$ cat src/rtl/booth_mult_32_pkg.sv
// Shared widths, step count, FSM encoding and the Booth sign-bit helper.
package booth_mult_32_pkg;

    localparam int DATA_WIDTH = 32;
    localparam int MULT_STEPS = 32;

    typedef enum logic [1:0] {
        MULT_IDLE = 2'd0,
        MULT_RUN  = 2'd1,
        MULT_DONE = 2'd2
    } mult_state_t;

    // Bit 32 of the true 33-bit add/sub result. It replaces the adder MSB as the
    // shifted-in sign so that ACC -/+ M cannot overflow (e.g. M = -2^31).
    function automatic logic add_sub_sign(input logic acc_msb, input logic m_msb,
                                          input logic sna, input logic co);
        return acc_msb ^ m_msb ^ sna ^ co;
    endfunction

endpackage

$ cat src/rtl/booth_mult_32_if.sv
// Request/result bundle between the ALU (master) and the Booth multiplier (slave).
interface booth_mult_32_if;
    import booth_mult_32_pkg::*;

    logic                  start;
    logic [DATA_WIDTH-1:0] op1;
    logic [DATA_WIDTH-1:0] op2;
    logic [DATA_WIDTH-1:0] product_hi;
    logic [DATA_WIDTH-1:0] product_lo;
    logic                  busy;
    logic                  done;

    modport master (
        output start, op1, op2,
        input  product_hi, product_lo, busy, done
    );

    modport slave (
        input  start, op1, op2,
        output product_hi, product_lo, busy, done
    );

endinterface

$ cat src/rtl/booth_mult_32_add_sub.sv
// 32-bit adder/subtractor: y = a + b when sna = 0, y = a - b when sna = 1.
// co is the carry out of a + (b ^ {32{sna}}) + sna.
module rc_add_sub_32
    import booth_mult_32_pkg::*;
(
    output logic [DATA_WIDTH-1:0] y,
    output logic                  co,
    input  logic [DATA_WIDTH-1:0] a,
    input  logic [DATA_WIDTH-1:0] b,
    input  logic                  sna
);

    logic [DATA_WIDTH-1:0] b_eff;

    assign b_eff   = b ^ {DATA_WIDTH{sna}};
    assign {co, y} = {1'b0, a} + {1'b0, b_eff} + {{DATA_WIDTH{1'b0}}, sna};

endmodule

$ cat src/rtl/booth_mult_32.sv
// Sequential radix-2 Booth multiplier, 32x32 signed -> 64-bit product.
// One add/sub and one arithmetic right shift of {ACC, Q, Q_1} per clock.
module booth_mult_32
    import booth_mult_32_pkg::*;
(
    input  logic            clk,
    input  logic            rst,
    booth_mult_32_if.slave  bus
);

    mult_state_t           state_q, state_d;
    logic [DATA_WIDTH-1:0] m_q, acc_q, q_q;
    logic                  q_1_q;
    logic [5:0]            cnt_q;
    logic [DATA_WIDTH-1:0] prod_hi_q, prod_lo_q;

    logic                  sna, co, do_op, sx, last_step;
    logic [DATA_WIDTH-1:0] y, s, acc_next, q_next;

    // Booth pair {Q[0], Q_1}: 10 subtracts M, 01 adds M, 00/11 pass ACC through.
    assign sna       = q_q[0] & ~q_1_q;
    assign do_op     = q_q[0] ^ q_1_q;
    assign last_step = (cnt_q == 6'(MULT_STEPS - 1));

    rc_add_sub_32 u_add_sub (
        .y   (y),
        .co  (co),
        .a   (acc_q),
        .b   (m_q),
        .sna (sna)
    );

    assign s        = do_op ? y : acc_q;
    assign sx       = do_op ? add_sub_sign(acc_q[DATA_WIDTH-1], m_q[DATA_WIDTH-1], sna, co)
                            : acc_q[DATA_WIDTH-1];
    assign acc_next = {sx, s[DATA_WIDTH-1:1]};
    assign q_next   = {s[0], q_q[DATA_WIDTH-1:1]};

    // State register; reset wins over everything, including a concurrent START.
    always_ff @(posedge clk) begin
        // NOTE: sequential state is always written with <= so every register
        // samples pre-edge values, independent of statement order.
        if (rst) state_q <= MULT_IDLE;
        else     state_q <= state_d;
    end

    // Next-state logic: IDLE -> RUN on START, RUN for 32 steps, one DONE cycle.
    always_comb begin
        // NOTE: default assigned first so no path leaves state_d unassigned,
        // which would otherwise infer a latch.
        state_d = state_q;
        unique case (state_q)
            MULT_IDLE: if (bus.start) state_d = MULT_RUN;
            MULT_RUN:  if (last_step) state_d = MULT_DONE;
            MULT_DONE: state_d = MULT_IDLE;
            default:   state_d = MULT_IDLE;
        endcase
    end

    // Datapath: operand capture on accept, Booth step in RUN, product latch on the last step.
    always_ff @(posedge clk) begin
        if (rst) begin
            m_q       <= '0;
            acc_q     <= '0;
            q_q       <= '0;
            q_1_q     <= 1'b0;
            cnt_q     <= '0;
            prod_hi_q <= '0;
            prod_lo_q <= '0;
        end else begin
            unique case (state_q)
                MULT_IDLE: begin
                    if (bus.start) begin
                        m_q   <= bus.op1;
                        q_q   <= bus.op2;
                        acc_q <= '0;
                        q_1_q <= 1'b0;
                        cnt_q <= '0;
                    end
                end
                MULT_RUN: begin
                    acc_q <= acc_next;
                    q_q   <= q_next;
                    q_1_q <= q_q[0];
                    cnt_q <= cnt_q + 6'd1;
                    if (last_step) begin
                        prod_hi_q <= acc_next;
                        prod_lo_q <= q_next;
                    end
                end
                default: ;
            endcase
        end
    end

    assign bus.product_hi = prod_hi_q;
    assign bus.product_lo = prod_lo_q;
    assign bus.busy       = (state_q == MULT_RUN);
    assign bus.done       = (state_q == MULT_DONE);

endmodule
$ cat src/flat_wrapper.sv
// flat-port wrapper written by rule: the top's interface ports become plain ports
module booth_mult_32_flat import booth_mult_32_pkg::*;
  (clk, rst, bus_start, bus_op1, bus_op2, bus_product_hi, bus_product_lo, bus_busy, bus_done);
  booth_mult_32_if bus_i ();
  input  logic clk;
  input  logic rst;
  input wire logic [$bits(bus_i.start)-1:0] bus_start;
  input wire logic [$bits(bus_i.op1)-1:0] bus_op1;
  input wire logic [$bits(bus_i.op2)-1:0] bus_op2;
  output wire logic [$bits(bus_i.product_hi)-1:0] bus_product_hi;
  output wire logic [$bits(bus_i.product_lo)-1:0] bus_product_lo;
  output wire logic [$bits(bus_i.busy)-1:0] bus_busy;
  output wire logic [$bits(bus_i.done)-1:0] bus_done;
  assign bus_i.start = bus_start;
  assign bus_i.op1 = bus_op1;
  assign bus_i.op2 = bus_op2;
  assign bus_product_hi = bus_i.product_hi;
  assign bus_product_lo = bus_i.product_lo;
  assign bus_busy = bus_i.busy;
  assign bus_done = bus_i.done;
  booth_mult_32 u_core (.clk(clk), .rst(rst), .bus(bus_i));
endmodule
$ cat config.mk
export PLATFORM = sky130hd
export DESIGN_NAME = booth_mult_32_flat
export DESIGN_NICKNAME = d
export VERILOG_FILES = /design/src/rtl/booth_mult_32_pkg.sv /design/src/rtl/booth_mult_32_if.sv /design/src/rtl/booth_mult_32_add_sub.sv /design/src/rtl/booth_mult_32.sv /design/src/flat_wrapper.sv
export SDC_FILE = /design/constraint.sdc
export NUM_CORES = 1
export LEC_CHECK = 0
export CAP_MARGIN = 20
export CORE_MARGIN = 2
export CORE_UTILIZATION = 41
export CTS_BUF_LIST = sky130_fd_sc_hd__clkbuf_8
export DETAILED_ROUTE_END_ITERATION = 10
export HOLD_SLACK_MARGIN = 0.02
export PLACE_DENSITY = 0.63
export REMOVE_ABC_BUFFERS = 1
export SLEW_MARGIN = 30
export SYNTH_ARGS = -nofsm -noshare
export SYNTH_HDL_FRONTEND = slang
export SYNTH_SLANG_ARGS = --single-unit
$ cat constraint.sdc
create_clock -name clk -period 6.2 [get_ports clk]
set_clock_uncertainty 0.15 [all_clocks]
set_input_delay 1.24 -clock clk [delete_from_list [all_inputs] [get_ports clk]]
set_output_delay 1.24 -clock clk [all_outputs]
set_load 0.005 [all_outputs]
==> results.md, run 1 <==
- Die Y: 149 um
- Final Cycle Share: 71.0%
- Routed len/inst: 15.5 um
- Simple-Gate Fraction of Synth Area: 21.5%
- H-Tree Depth: 4
- Skew-Pair Late Insertion Delay: 0.48 ns
- CTS clk-pin slew, worst paths: 0.10 ns
- Fmax achieved: 0.227 GHz
- Inserted Diodes: 0
- Core region area: 20900 um^2
- Worst path buffer plus inverter count: 1
- Post-detail-place hpwl: 14.8 mm
- Layout cell share with drive strength beyond 1: 5.46%
- Overall Power: 2.55 mW
- Total CTS buffers: 17
- Critical R2R Launch: u_core.q_q[0]
- Min cycle time layout: 4.40 ns
- Leak: 4.11 nW
- Bufs on Longest Clock Path: 2
- Sink Count: 169
- Main combinational cell family by area after synthesis: compound AO/OA/AOI/OAI gates
- Hold Vio Cnt, Final: 0
- Initial antenna violation count: 0
- Placer Congestion: 0.926
- DR vias: 7920
- Fin nets: 1296
- Worst EP arrival: 4.63 ns
- Initial DRC count: 510
- Hold_ws: 0.306 ns
- Root Driver: clkbuf_8
- Register bit total from synthesis: 169
- Vias per cell: 5.34
- Die footprint: 22300 um^2
- Largest fanout on the critical path: 19
- Cts repair resizes: 0
- Synth Area per Inst: 7.77 um^2
- First-pass GRT wire length: 37.7 mm
- Most frequent CP cell: ha_1
- Worst VDD drop: 0.128 mV
- Row cnt: 53
- Drt drc: 0
- Drt total wl: 23.0 mm
- Critical path's slowest cell: ha_1
- PortBufs: 132
- Max stage delay on crit path: 0.69 ns
- Power per Cell Area: 241 nW/um^2
- Max_cap viols: 0
- Die W: 149 um
- CP Data Required Time: 6.42 ns
- Fin Setup TNS: 0 ns
- Synth Area in Adders: 5.00%
- Gr ovfl total: 0
- Post-Synth XOR/XNOR Area: 5.16%
- Post-synth top area cell: dfxtp_1
- Post-Place Worst Slack: 1.79 ns
- CP cell instances: ha_1 > buf_4 > xor2_1 > ha_1 > nand2_1 > o21ai_0 > a221oi_2 > a211oi_1 > o21ai_1 > a211o_1 > a21boi_2 > mux2_1
- Setup bufs post-CTS: 0
- HP Class: register to register
- TritonCTS clock tree: done
- Post-synthesis sequential area ratio: 39.1%
- EDFF count, synth: 0
- Total global-route track usage: 21.0%
- Slew @ Worst Pin: 0.800 ns
- Cts hold-fix bufs: 0
- Largest net degree at the start of global routing: 97
- Antenna-violating nets left: 0
- Outcome: finished, final reports clean
- CP top delay family: compound AO/OA/AOI/OAI gates
- Synth top area share: 39.1%
- Slew margin rel.: 46.6%
- Synthesized instance count: 1114
- Top FF cell, synth: dfxtp_1
- Hold_sp: u_core.q_q[28]
- Area Growth Syn to Fin: 22.1%
- I/O pin cnt: 133
- Finished Cell Area: 10600 um^2
- Worst setup margin: 1.80 ns
- Slew Limit Fails: 0
- Critical path type: register to register
- Number of global-route vias before repair: 7350
- FFs w/ async S/R, synth: 0%
- Endpoint class of the critical path: register
- Critical Path Start Type: register
- Top cells by area, synth: dfxtp_1, nand2_1, a21oi_1
- Cell Area, Placed: 10100 um^2
- Starting Density: 41.4%
- Multiplexer share of the synthesized area: 1.89%
- RSZ-0062 raised after global routing: no
- Crit. Startpoint: u_core.q_q[0]
- DRT Pass-1 Iters: 4
- Yosys Warn Count: 0
- Synth Area in Compound Gates: 23.4%
- Synth cell types: 65
- Post-Syn Area: 8650 um^2
- Setup Viol. Count Final: 0
-- tightest hold or removal path, stage by stage, from the launching register on --
cell,delay [ns]
dfxtp_1,0.33
nand2_1,0.05
a21oi_1,0.05
-- stage by stage --
step	instances	util (%)
floorplan	1034	-
global placement	1451	48.4
detailed placement	1451	48.4
CTS	1483	50.6
global route	1483	50.6
finish	1483	50.6
-- state kept, by name, indices dropped and copies added, names as in the netlist --
signal	cells
u_core.bus.product_hi	32
u_core.bus.product_lo	32
u_core.m_q	32
u_core.acc_q	32
u_core.q_q	32
u_core.state_q	2
u_core.q_1_q	1
u_core.cnt_q	6
-- cell families after synthesis --
| kind of cell | count (synthesis) |
|---|---|
| AO/OA/AOI/OAI | 321 |
| XOR/XNOR | 51 |
| adder cells (fa/ha/maj) | 34 |
| buffers and inverters | 90 |
| flip-flops | 169 |
| multiplexers | 16 |
| AND/OR/NAND/NOR | 433 |
-- layer usage --
| layer | wire [um] | vias up | part of all wire (%) | global-route usage (%) |
|---|---|---|---|---|
| met3 | 1040 | 25 | 4.5 | 3.61 |
| met5 | 0 | - | 0 | 0 |
| met4 | 364 | 0 | 1.6 | 6.05 |
| met1 | 11400 | 3660 | 49 | 28.8 |
| li1 | - | 4063 | - | - |
| met2 | 10300 | 172 | 45 | 33.8 |
-- worst paths after layout --
check | slack (ns) | endpoint | depth (start not counted)
min reg2reg | 0.31 | u_core.bus.product_lo[27] | 2
min | 0.31 | u_core.bus.product_lo[27] | 2
max | 1.80 | u_core.acc_q[31] | 12
max reg2reg | 1.80 | u_core.acc_q[31] | 12
-- layout by cell type (no fill, tap or decap), drive strengths merged, types with 13 or more instances in the layout --
cell type	synthesis	final
nand3	29	29
xnor2	14	14
a211oi	15	15
clkdlybuf4s50	0	131
dfxtp	169	169
nor3	46	46
a21oi	136	136
xor2	37	37
nor2	126	126
a21o	20	20
o21ai	73	73
inv	8	14
ha	33	33
a31oi	18	18
nand2	183	183
clkbuf	62	17
mux2i	13	13
-- report_power, final --
group / switching, mW / internal (mW) / leakage, nW
logic: 0.300 / 0.188 / 2.51
registers: 0.0355 / 1.13 / 1.38
clock network: 0.446 / 0.449 / 0.227
total: 0.782 / 1.77 / 4.11
-- cell usage after synthesis (all sizes together) (14+ instances only) --
| library cell | count |
|---|---|
| a21o | 20 |
| nor2 | 126 |
| dfxtp | 169 |
| a211oi | 15 |
| nor3 | 46 |
| xnor2 | 14 |
| nand3 | 29 |
| o21ai | 73 |
| ha | 33 |
| a21oi | 136 |
| clkbuf | 62 |
| xor2 | 37 |
| nand2 | 183 |
| buf | 18 |
| a31oi | 18 |
-- final cells by class --
type                       instances  area (um^2)
tap                              275          344
fill                            2096        10300
multi-input combinational        855         4960
clock buffer                      17          234
sequential                       169         3380
inverter                          10         37.5
timing repair buffer             142         1390
clock inverter                    15          216
No activity file was read; power rests on OpenSTA's default activity.
==> run 2, diff against run 1 <==
Clock period 6.2 ns to 4.5 ns, I/O delays scaled along.
==> run 2 against run 1 <==
Against the previous run:
- flip-flop and latch count did not move
- register-to-register slack got worse by 1.2 ns
- setup slack got worse by 1.2 ns
- largest power group unchanged
- clock power rose by 25%
- worst hold slack improved by 0.0022 ns
- wire length fell by 0.66%
- highest routed layer unchanged
- sequential power rose by 39%
- sequential share of layout area barely moved
==> results.md, run 2 (same netlist as run 1, synthesis figures left out) <==
- Internal power: 2.29 mW
- Total CTS buffers: 17
- M1 GR Usage: 28.5%
- Die footprint: 22300 um^2
- Gr ovfl total: 0
- HP Class: register to register
- PortBufs: 132
- Layout cell share with drive strength beyond 1: 5.94%
- Power per Cell Area: 322 nW/um^2
- DR vias: 7906
- First-pass GRT wire length: 37.4 mm
- Largest net degree at the start of global routing: 65
- Worst EP arrival: 4.18 ns
- Sw Share: 32.7%
- Largest fanout on the critical path: 16
- Hold EP: u_core.bus.product_lo[21]
- Number of global-route vias before repair: 7348
- Min cycle time layout: 3.95 ns
- Worst VDD drop: 0.184 mV
- Endpoint class of the critical path: register
- Core region area: 20900 um^2
- Root Driver: clkbuf_8
- Net switching power: 1.11 mW
- Comb pwr share: 19.7%
- CTS clk-pin slew, worst paths: 0.11 ns
- Fin nets: 1301
- Routed len/inst: 15.4 um
- Critical Path Start Type: register
- Hold_sp: u_core.bus.product_lo[21]
- Seq pwr share: 47.2%
- Drt drc: 0
- Leak: 4.11 nW
- Critical path's slowest cell: o41ai_2
- Sink Count: 169
- Setup Viol. Count Final: 0
- Non-filler cells, final: 1488
- DRT Pass-1 Iters: 5
- Max stage delay on crit path: 0.53 ns
- CP Data Required Time: 4.74 ns
- Gr busiest metal: met2
- Die W: 149 um
- Max_cap viols: 0
- FF-to-FF setup slack: 0.55 ns
- Die Y: 149 um
- Placed cell count: 1456
- Cts repair resizes: 0
- Final core occ: 50.5%
- WHS Path Cells: 2
- Fillers: 2137
- Vias per cell: 5.31
- Final Cycle Share: 87.7%
- CP cell instances: ha_1 > buf_4 > xor2_1 > ha_1 > and2_1 > and3_1 > a221oi_2 > a211oi_2 > o41ai_2 > mux2i_1 > o21ai_1 > a311oi_1
- Clk pwr share: 33.1%
- Hold Vio Cnt, Final: 0
- Drt total wl: 22.9 mm
- Grt met3 use: 3.73%
- Bufs on Longest Clock Path: 2
- Critical path type: register to register
- Critical R2R Launch: u_core.q_q[0]
- Reg2reg end: u_core.bus.product_hi[29]
- Row cnt: 53
- Post-Place Worst Slack: 0.562 ns
- Post-detail-place hpwl: 15.5 mm
- H-Tree Depth: 4
- Fmax achieved: 0.253 GHz
- Initial DRC count: 453
- Met2 Use GR: 33.9%
- Total global-route track usage: 20.7%
- Skew-Pair Late Insertion Delay: 0.47 ns
- Initial antenna violation count: 0
- Inserted Diodes: 0
- Slew @ Worst Pin: 0.786 ns
- Outcome: finished, final reports clean
- Commonest non-fill, non-tap cell in the layout: nand2_1
- Most frequent CP cell: ha_1
- Placer Congestion: 0.892
- TritonCTS clock tree: done
- Worst setup margin: 0.554 ns
- Antenna-violating nets left: 0
- Overall Power: 3.40 mW
- I/O pin cnt: 133
- Setup bufs post-CTS: 0
- Cts hold-fix bufs: 0
- RSZ-0062 raised after global routing: no
- R2R depth: 12
- Slew Limit Fails: 0
- Slew margin rel.: 47.5%
- Starting Density: 41.4%
- Most frequent cells in the layout: nand2_1, dfxtp_1, a21oi_1
- Area Growth Syn to Fin: 22.0%
run 2: cell count changes in the layout (fill, tap and decap cells not counted), sizes merged:
cell      change
clkinv        -1
bufinv        -3
buf           +5
clkinvlp      +1
inv           +3
run 2: power groups by stage:
stage	clock network, mW	logic, mW	registers [mW]
final	1.12	0.671	1.61
after global routing	1.21	0.752	1.61
after CTS	1.15	0.673	1.60
after detailed placement	0	0.669	1.64
after global placement	0	0.663	1.64
after floorplan	0	0.456	1.62
run 2: area by class of cell:
class,count,area [um^2],area share (%)
clock buffer,17,234,2.22
clock inverter,15,178,1.68
inverter,10,37.5,0.356
multi-input combinational,855,4940,46.9
sequential,169,3380,32.1
tap,275,344,3.26
timing repair buffer,147,1430,13.6
run 2: how the worst max path moves through the flow:
stage	startpoint	to	depth (start not counted)
after global routing	u_core.q_q[0]	u_core.bus.product_hi[29]	12
after CTS	u_core.q_q[0]	u_core.bus.product_hi[29]	12
final	u_core.q_q[0]	u_core.bus.product_hi[29]	12
after floorplan	u_core.state_q[1]	u_core.bus.product_hi[10]	4
after global placement	u_core.q_1_q	u_core.bus.product_hi[29]	13
after detailed placement	u_core.q_q[0]	u_core.bus.product_hi[29]	12
run 2: per-stage QoR:
stage               TNS [ns]  instance area (um^2)  hold slack [ns]
finish                     0                 10600            0.308
global route               0                 10600            0.322
CTS                        0                 10600            0.309
detailed placement         0                 10100            0.296
global placement           0                 10100            0.291
floorplan            -100.88                  8350            0.285
run 2: metal layers:
| layer | up-vias | routed length [um] | part of all wire, % |
|---|---|---|---|
| met5 | - | 0 | 0 |
| li1 | 4068 | - | - |
| met4 | 0 | 262 | 1.1 |
| met2 | 166 | 10300 | 45 |
| met3 | 20 | 949 | 4.1 |
| met1 | 3652 | 11400 | 50 |
run 2: critical path, delay by kind of cell, from the launching register on:
| kind | cells | cell delay [ns] |
|---|---|---|
| muxes | 1 | 0.27 |
| and+or+nand+nor | 2 | 0.47 |
| AOI/OAI and AO/OA | 5 | 1.47 |
| buffers and inverters | 1 | 0.33 |
| DFF | 1 | 0.38 |
| xor gates and xnor gates | 1 | 0.18 |
| adders and majority gates | 2 | 0.60 |
==> run 3, diff against run 2 <==
Settings changed: CORE_MARGIN 2 to 8, CORE_UTILIZATION 41 to 56, CTS_CLUSTER_DIAMETER set to 80, PLACE_DENSITY 0.63 to 0.82.
==> run 3 against run 2 <==
Against the previous run:
- sequential power about the same
- first-iteration DRC count up 34%
- cell area down 1.2%
- sequential share of layout area up 0.40 points
- die area down 12%
- highest routed layer unchanged
==> results.md, run 3 (same netlist as run 1, synthesis figures left out) <==
- Cts hold-fix bufs: 0
- Final core occ: 68.8%
- Fin nets: 1301
- Initial DRC count: 609
- DR vias: 8221
- Total global-route track usage: 23.3%
- I/O pin cnt: 133
- Final Cycle Share: 88.4%
- Worst path buffer plus inverter count: 1
- Hold Vio Cnt, Final: 0
- Commonest non-fill, non-tap cell in the layout: nand2_1
- Initial antenna violation count: 0
- Hold_ws: 0.309 ns
- Slew @ Worst Pin: 0.743 ns
- H-Tree Depth: 4
- Slew Limit Fails: 0
- Worst VDD drop: 0.221 mV
- Core region area: 15100 um^2
- Bufs on Longest Clock Path: 2
- Die W: 140 um
- DRT Pass-1 Iters: 5
- Skew-Pair Late Insertion Delay: 0.48 ns
- First-pass GRT wire length: 38.0 mm
- Fin Setup TNS: 0 ns
- Slew margin rel.: 50.3%
- Number of global-route vias before repair: 7740
- Cts repair resizes: 0
- RSZ-0062 raised after global routing: no
- Fmax achieved: 0.251 GHz
- Root Driver: clkbuf_8
- Gr ovfl total: 0
- Critical path's slowest cell: o41ai_2
- Row cnt: 45
- Worst setup margin: 0.523 ns
- Largest fanout on the critical path: 13
- Min cycle time layout: 3.98 ns
- Post-detail-place hpwl: 15.6 mm
- Drt total wl: 23.2 mm
- Power per Cell Area: 320 nW/um^2
- CTS clk-pin slew, worst paths: 0.11 ns
- Non-filler cells, final: 1401
- Vias per cell: 5.87
- Post-Place Worst Slack: 0.573 ns
- Total CTS buffers: 17
- Die footprint: 19700 um^2
- Routed len/inst: 16.6 um
- Layout cell share with drive strength beyond 1: 6.02%
- Most frequent cells in the layout: nand2_1, dfxtp_1, a21oi_1
- Setup bufs post-CTS: 0
- Antenna-violating nets left: 0
- Leak: 4.09 nW
- Die Y: 140 um
- Max stage delay on crit path: 0.47 ns
- Starting Density: 57.1%
- Sink Count: 169
- CP Data Required Time: 4.75 ns
- Max_cap viols: 0
- Outcome: finished, final reports clean
- TritonCTS clock tree: done
- Endpoint class of the critical path: register
- Critical path type: register to register
- Placed cell count: 1369
- Critical Path Start Type: register
- Inserted Diodes: 0
- HP Class: register to register
- Largest net degree at the start of global routing: 64
- CP cell instances: ha_2 > buf_4 > xor2_1 > ha_1 > and2_1 > and3_1 > a221oi_2 > a211oi_2 > o41ai_2 > mux2i_1 > o21ai_1 > a311oi_1
- Area Growth Syn to Fin: 20.4%
- Placer Congestion: 0.915
- Drt drc: 0
- Setup Viol. Count Final: 0
- PortBufs: 132
- Worst EP arrival: 4.22 ns
- CP top delay family: compound AO/OA/AOI/OAI gates
[run 3: path summary, 6_finish.rpt]
check | startpoint | to | slack, ns | depth (start not counted)
max | u_core.q_q[0] | u_core.bus.product_hi[29] | 0.52 | 12
min | u_core.bus.product_lo[19] | u_core.bus.product_lo[19] | 0.31 | 2
max reg2reg | u_core.q_q[0] | u_core.bus.product_hi[29] | 0.52 | 12
min reg2reg | u_core.bus.product_lo[19] | u_core.bus.product_lo[19] | 0.31 | 2
[run 3: layer usage]
metal / global-route usage, % / vias up / share of wire [%]
li1: - / 4080 / -
met1: 30.3 / 3835 / 46
met2: 37.6 / 276 / 46
met3: 5.57 / 30 / 6.8
met4: 6.97 / 0 / 1.3
met5: 0 / - / 0
[run 3: final cells by class]
| cell class | count | area [um^2] |
|---|---|---|
| fill | 1283 | 4720 |
| clock inverter | 15 | 149 |
| clock buffer | 17 | 234 |
| sequential | 169 | 3380 |
| timing repair buffer | 147 | 1430 |
| inverter | 10 | 37.5 |
| tap | 188 | 235 |
| multi-input combinational | 855 | 4950 |
[run 3: worst reg2reg max path, delay by kind of cell, from the launching register on]
family	cells	cell delay [ns]
AO/OA/AOI/OAI	5	1.41
flip-flops	1	0.38
XOR/XNOR	1	0.17
adder cells (fa/ha/maj)	2	0.75
multiplexers	1	0.30
AND/OR/NAND/NOR	2	0.46
buffers and inverters	1	0.30
[run 3: stage by stage]
stage | power [mW] | instance area [um^2]
finish | 3.34 | 10400
CTS | 3.34 | 10400
detailed placement | 2.30 | 10000
global route | 3.49 | 10400
global placement | 2.29 | 10000
floorplan | 2.08 | 8350
[run 3: where the power goes]
part | total, mW | switching, mW | internal, mW
logic | 0.676 | 0.412 | 0.264
registers | 1.61 | 0.0493 | 1.56
clock network | 1.05 | 0.643 | 0.412
